[src/rtl/vga_timing.sv]
// vga_timing: 640x480-style VGA counters, syncs and frame pulse, all outputs registered.
// Define VGA_TEST_PATTERN_EN to drive colour bars on o_RGB; otherwise o_RGB is tied to 000.
module vga_timing #(
  parameter int CLOCKS_PER_PIXEL = 4,
  parameter int H_ACTIVE = 640,
  parameter int H_FRONT = 16,
  parameter int H_SYNC = 96,
  parameter int H_BACK = 48,
  parameter int V_ACTIVE = 480,
  parameter int V_FRONT = 10,
  parameter int V_SYNC = 2,
  parameter int V_BACK = 33
) (
  input  logic       i_Clock,
  input  logic       i_Reset,
  output logic       o_Pixel_Enable,
  output logic       o_Horizontal_Sync,
  output logic       o_Vertical_Sync,
  output logic       o_Active,
  output logic [9:0] o_X,
  output logic [9:0] o_Y,
  output logic       o_Frame_Start,
  output logic [2:0] o_RGB
);
  localparam int H_TOTAL = H_ACTIVE + H_FRONT + H_SYNC + H_BACK;
  localparam int V_TOTAL = V_ACTIVE + V_FRONT + V_SYNC + V_BACK;
  localparam int DW = CLOCKS_PER_PIXEL > 1 ? $clog2(CLOCKS_PER_PIXEL) : 1;
  localparam logic [DW-1:0] D_LAST = DW'(CLOCKS_PER_PIXEL - 1);
  localparam logic [9:0] X_LAST = 10'(H_TOTAL - 1);
  localparam logic [9:0] Y_LAST = 10'(V_TOTAL - 1);
  // 11-bit bounds so a 1024-wide timing still compares correctly
  localparam logic [10:0] X_ACT = 11'(H_ACTIVE);
  localparam logic [10:0] X_SB = 11'(H_ACTIVE + H_FRONT);
  localparam logic [10:0] X_SE = 11'(H_ACTIVE + H_FRONT + H_SYNC);
  localparam logic [10:0] Y_ACT = 11'(V_ACTIVE);
  localparam logic [10:0] Y_SB = 11'(V_ACTIVE + V_FRONT);
  localparam logic [10:0] Y_SE = 11'(V_ACTIVE + V_FRONT + V_SYNC);
  logic [DW-1:0] div;
  logic adv;
  logic act_n;
  logic [9:0] nx;
  logic [9:0] ny;
  logic [10:0] wx;
  logic [10:0] wy;
  always_comb begin
    adv = div == D_LAST;
    nx = adv ? (o_X == X_LAST ? 10'd0 : o_X + 10'd1) : o_X;
    ny = adv && o_X == X_LAST ? (o_Y == Y_LAST ? 10'd0 : o_Y + 10'd1) : o_Y;
    wx = {1'b0, nx};
    wy = {1'b0, ny};
    act_n = wx < X_ACT && wy < Y_ACT;
  end
  // decodes use the next counter values so every output describes the same pixel
  always_ff @(posedge i_Clock) begin
    if (i_Reset) begin
      div <= '0;
      o_X <= X_LAST;
      o_Y <= Y_LAST;
      o_Pixel_Enable <= 1'b0;
      o_Frame_Start <= 1'b0;
      o_Active <= 1'b0;
      o_Horizontal_Sync <= 1'b1;
      o_Vertical_Sync <= 1'b1;
    end else begin
      div <= adv ? '0 : div + 1'b1;
      o_X <= nx;
      o_Y <= ny;
      o_Pixel_Enable <= adv;
      o_Frame_Start <= adv && nx == 10'd0 && ny == 10'd0;
      o_Active <= act_n;
      o_Horizontal_Sync <= !(wx >= X_SB && wx < X_SE);
      o_Vertical_Sync <= !(wy >= Y_SB && wy < Y_SE);
    end
  end
`ifdef VGA_TEST_PATTERN_EN
  always_ff @(posedge i_Clock) begin
    o_RGB <= i_Reset ? 3'b000 : (act_n ? nx[9:7] : 3'b000);
  end
`else
  assign o_RGB = 3'b000;
`endif
endmodule

[config.mk]
export PLATFORM = sky130hd
export DESIGN_NAME = vga_timing
export DESIGN_NICKNAME = d
export VERILOG_FILES = /design/src/rtl/vga_timing.sv
export SDC_FILE = /design/constraint.sdc
export NUM_CORES = 1
export LEC_CHECK = 0
export BUFFER_PORTS_ARGS = -buffer_cell sky130_fd_sc_hd__buf_2
export CORE_AREA = 2 2 85 79
export DETAILED_ROUTE_END_ITERATION = 10
export DIE_AREA = 0 0 87 81
export HOLD_SLACK_MARGIN = 0.12
export PLACE_DENSITY_LB_ADDON = 0.3
export RECOVER_POWER = 25
export SYNTH_ARGS = -nofsm -noshare
export SYNTH_HDL_FRONTEND = slang
export SYNTH_SLANG_ARGS = --single-unit
[constraint.sdc]
create_clock -name i_Clock -period 2.5 [get_ports i_Clock]
set_input_delay 0.5 -clock i_Clock [delete_from_list [all_inputs] [get_ports i_Clock]]
set_output_delay 0.5 -clock i_Clock [all_outputs]
set_load 0.005 [all_outputs]
Yosys cells after proc, flatten, opt, wreduce, memory -nomap -nowiden
Index checks and enable logic that the tools add are counted.
{"block": "totals", "register_bits": 27, "latch_bits": 0, "wordCells": 35, "ramBits": 0, "mem_bits_ro": 0, "inputBits": 2, "out_inout_bits": 28, "mem_count": 0}
{"block": "op_classes", "n_lt_le_gt_ge": 6, "bitwise_logic": 0, "div": 0, "n_shift": 0, "mux": 4, "mul": 0, "n_reduce_logical": 11, "eq_ne": 3, "addsub": 3}
{"cell": "10-bit two-way mux", "count": 4}
{"cell": "10-bit by 1-bit adder with 10-bit output, second input constant", "count": 2}
{"cell": "10-bit equality test, second input constant", "count": 2}
{"cell": "10-bit logical NOT", "count": 2}
{"cell": "10-bit less-than comparator, second input constant", "count": 2}
{"cell": "10-bit by 9-bit less-than comparator with 1-bit output, second input constant", "count": 2}
{"cell": "10-bit >= comparator, second input constant", "count": 1}
{"cell": "10-bit by 9-bit >= comparator with 1-bit output, second input constant", "count": 1}
{"cell": "1-bit logical AND", "count": 6}
{"cell": "2-bit by 1-bit adder with 2-bit output, second input constant", "count": 1}
{"cell": "2-bit equality test, second input constant", "count": 1}
{"cell": "1-bit logical NOT", "count": 2}
{"cell": "2-bit OR reduction", "count": 1}

Longest topological paths before layout
{"block": "depth", "depth_word": 6, "ltp_mapped": 10, "depth_no_buf": 7}

Worst setup path after synthesis
Ideal clock, no wire load.
{"block": "synth_path", "kind": "reg-to-reg", "from": "reg o_X[0]", "to": "reg o_Vertical_Sync", "period_less_slack_ns": 2.338, "path_stages_with_launch": 9, "arrival_time_ns": 2.211, "slack_ns": 0.162, "t_required_ns": 2.373, "path_buffers": 1, "setup_time_ns": 0.127, "path_cell_list": "dfxtp_1 > ha_1 > and3_1 > buf_4 > and3_1 > nand4_1 > mux2_1 > or3_1 > or3b_1"}
{"block": "synth_between", "elab_chain_len": 6, "elab_cells_between_ends": 7, "classes_between": "order compare: 2; eq/ne: 1; mux: 1; reduce/logical: 3"}
{"item": "from (decl)", "line_no": "20", "source": "output logic [9:0] o_X,"}
{"item": "from (signal assigned)", "line_no": "66", "source": "o_X <= nx;"}
{"item": "10-bit equality test (*)", "line_no": "48", "source": "ny = adv && o_X == X_LAST ? (o_Y == Y_LAST ? 10'd0 : o_Y + 10'd1) : o_Y;"}
{"item": "1-bit logical AND (*)", "line_no": "48"}
{"item": "10-bit two-way mux (*)", "line_no": "48"}
{"item": "10-bit by 9-bit >= comparator with 1-bit output or 10-bit by 9-bit less-than comparator with 1-bit output (tied branches)", "line_no": "72", "source": "o_Vertical_Sync <= !(wy >= Y_SB && wy < Y_SE);"}
{"item": "1-bit logical AND (*)", "line_no": "72"}
{"item": "1-bit logical NOT (*)", "line_no": "72"}
{"item": "to (signal assigned)", "line_no": "72"}
{"item": "to (decl)", "line_no": "18", "source": "output logic o_Vertical_Sync,"}
Every way passes the cells marked *; elsewhere a longest branch is shown, timed or not.
A chain may end at the register's enable or synchronous reset.

Worst setup path in the final report
{"block": "layout_path", "from": "reg o_Y[0]", "to": "reg o_Vertical_Sync"}
{"block": "layout_between", "elab_chain_len": 6, "elab_cells_between_ends": 8, "classes_between": "add/sub: 1; order compare: 2; eq/ne: 1; mux: 2; reduce/logical: 2"}
{"item": "from (decl)", "line_no": "21", "source": "output logic [9:0] o_Y,"}
{"item": "from (signal assigned)", "line_no": "67", "source": "o_Y <= ny;"}
{"item": "10-bit by 1-bit adder with 10-bit output or 10-bit equality test (tied branches)", "line_no": "48"}
{"item": "10-bit two-way mux", "line_no": "48"}
{"item": "10-bit two-way mux (*)", "line_no": "48"}
{"item": "10-bit by 9-bit >= comparator with 1-bit output or 10-bit by 9-bit less-than comparator with 1-bit output (tied branches)", "line_no": "72"}
{"item": "1-bit logical AND (*)", "line_no": "72"}
{"item": "1-bit logical NOT (*)", "line_no": "72"}
Marked as above.

==> key figures <==
Timing
  • Final setup viols: 0
  • Period minus WS final: 2.29 ns
  • Pins Over Slew Limit: 0
  • RSZ-0062 raised after global routing: no
  • F_max: 437 MHz
  • Period utilisation layout: 0.915
  • Worst Skew: 0.00244 ns
  • Setup TNS: 0 ns
  • Hold Fails Final Rpt: 0

Drt
  • Routed wire length: 4.01 mm
  • DR vias/cell: 4.88
  • Vias after detailed routing: 1419
  • Routed Antenna Nets: 0
  • Drc violations: 0
  • 1st-pass router iterations: 5
  • Wire per inst: 13.8 µm
  • 1st-iter DRT viols: 135

Synth
  • #FFs+latches synth: 27
  • Synth Instances: 175
  • Synth async-reset ratio: 0
  • Average size of a mapped cell: 8.59 µm²
  • Synth Flop Type: dfxtp_1
  • Area leader, netlist: dfxtp_1
  • EDFF count, synth: 0
  • Synth top area share: 0.359
  • Area contributors post-synth: dfxtp_1 36%, nand4_1 4.2%, xnor2_1 4.1%
  • Synth unique cells: 47
  • Mapped Area: 0.00150 mm²
  • Seq/Total Area, Yosys: 0.359
  • Syn. warnings: 0

Global route
  • Overflow after GRT: 0
  • Vias in the first global route: 1347
  • First-pass GRT wire length: 6.72 mm
  • Initial antenna violation count: 0
  • Global Route Usage Sum: 0.120
  • Pin count of the biggest net entering global routing: 24

Placed design
  • Detailed placer's ending HPWL: 3.10 mm
  • Port Buffer Count: 26
  • Routability cong.: 0.912
  • Cells after DPL: 287

Floorplanning
  • Row count: 28
  • Die height: 81 µm
  • Chip width: 87 µm
  • Core ar.: 0.00627 mm²
  • Die area: 0.00705 mm²
  • Initial Utilization: 0.240
  • Top Ports: 30

Job
  • Max-Cap Viols: 0

Power
  • Peak VDD IR: 0.167 mV
  • Leak: 0.766 nW
  • PwrDens: 506 mW/mm²

Clock tree
  • Clk root buf: clkbuf_8
  • CTS tree: done
  • Post-CTS setup buffer count: 0
  • Post_cts resized: 0
  • # clock sinks: 27
  • H-tree Lvls: 1
  • CTS buffer count: 3
  • Later-pin clock latency in the skew report: 0.27 ns
  • Worst-path clk slew: 0.10 ns
  • Cts hold-fix bufs: 0
  • Max Root-Sink Buffers: 2

Critical path
  • Worst r2r src: o_Y[0]
  • CP Cell Sequence: ha_1, and4_1, nand4_1, xor2_1, nor4_1, buf_4, or3b_1
  • Setup CP Type: reg2reg
  • Delay-heaviest family, CP: simple AND/OR/NAND/NOR gates
  • CP Max Fanout: 9
  • CP Capture Type: flip-flop
  • Req. time, crit path: 2.66 ns
  • Largest stage delay on the critical path: 0.52 ns
  • Crit path buffers/inverters: 1
  • Startpoint types: flip-flop
  • WP data arrival: 2.45 ns
  • Slowest-stage cell, CP: dfxtp_1
  • Origin of the worst setup path: o_Y[0]

Cells and area
  • Share of cells above drive strength 1: 0.269
  • Ant. Diodes: 0
  • Footprint of the multi-input gates: 880 µm²
  • FF/Latch Area: 542 µm²
  • Final Instance Count excl. Fillers: 291
  • Area growth from synthesis to layout: 24.2%
  • Nets@finish: 223
  • Fillers: 656

Min path
  • Worst hold start: div[0]
  • Min-delay worst type: reg2reg

Run status
  • Status: finished, final reports clean
-- cell type report --
| cell class | count | area share |
|---|---|---|
| Clock buffer | 4 | 0.0241 |
| Inverter | 6 | 0.0121 |
| Tap cell | 75 | 0.0502 |
| Sequential cell | 27 | 0.290 |
| Timing Repair Buffer | 47 | 0.153 |
| Multi-Input combinational cell | 132 | 0.471 |
-- where the power goes --
part | switching, W | internal [W]
clock network | 0.000143 | 0.000114
registers | 0.0000151 | 0.000450
logic | 0.000119 | 0.000103
-- path summary, 6_finish.rpt --
kind                     endpoint  slack [ns]  cells past startpoint
setup reg to reg  o_Vertical_Sync        0.21                      7
hold / removal             div[0]        0.43                      1
hold reg to reg            div[0]        0.43                      1
setup / recovery  o_Vertical_Sync        0.21                      7
-- synth_stat cells, types with 3 or more instances --
cell,instances
a21oi_1,7
and3_1,6
buf_4,6
clkbuf_1,4
dfxtp_1,27
ha_1,4
inv_1,6
nand2_1,14
nand2b_1,3
nand3_1,6
nand4_1,10
nor2_1,13
nor4_1,5
o21ai_0,6
xnor2_1,7
xor2_1,7
-- cell usage in the layout, fill, tap and decap left out, types with 2 or more instances in the layout --
master    netlist  layout
inv_1           6       6
o311ai_0        2       2
clkbuf_1        4       3
nand4_1        10      10
or3_1           2       2
xor2_1          7       7
nand2_1        14      14
mux2_2          2       2
o21ai_0         6       6
ha_1            4       4
nor2b_1         2       2
and3b_1         2       2
o31ai_1         2       2
nor2_1         13      13
and4_1          2       2
and3_1          6       4
a21o_1          2       2
buf_2           1      24
nor3_1          2       2
nand3_1         6       5
a211o_1         2       2
a211oi_1        2       2
xnor2_1         7       7
a21oi_1         7       7
clkbuf_8        0       3
nor4_1          5       5
dfxtp_1        27      26
nand2b_1        3       3
nor3b_1         2       2
buf_4           6      21
conb_1          1       3
and3_2          0       2
-- sequential cells by signal (all words and copies together) (netlist names) --
register	flops
div	2
o_Active	1
o_Frame_Start	1
o_Horizontal_Sync	1
o_Pixel_Enable	1
o_Vertical_Sync	1
o_X	10
o_Y	10
-- cell families after synthesis --
| logic type | after synthesis | synth area share |
|---|---|---|
| AND/OR/NAND/NOR | 77 | 0.297 |
| AO/OA/AOI/OAI | 30 | 0.131 |
| flip-flops | 27 | 0.359 |
| buffers and inverters | 18 | 0.0657 |
| XOR/XNOR | 14 | 0.0815 |
| adder cells (fa/ha/maj) | 4 | 0.0333 |
| multiplexers | 4 | 0.0291 |
| other | 1 | 0.00249 |
-- through the flow --
stage	cell area [µm²]	power, W	setup WS, ns	hold WS (ns)	utilization
3_3_place_gp	1820	0.000698	0.214	0.412	0.290
4_1_cts	1860	0.000954	0.136	0.436	0.297
3_5_place_dp	1820	0.000697	0.155	0.421	0.290
2_1_floorplan	1510	0.000618	0.162	0.404	-
5_1_grt	1870	0.000993	0.0257	0.479	0.298
6_report	1870	0.000945	0.212	0.433	0.298
-- layer usage --
| metal | wire (µm) | part of all wire | vias up | global-route usage |
|---|---|---|---|---|
| met5 | 0 | 0 | - | 0 |
| met4 | 86 | 0.021 | 0 | 0.0406 |
| met3 | 227 | 0.057 | 10 | 0.0305 |
| met2 | 1810 | 0.45 | 42 | 0.182 |
| met1 | 1890 | 0.47 | 660 | 0.165 |
| li1 | - | - | 707 | - |
Power figures use the tool's default switching activity.
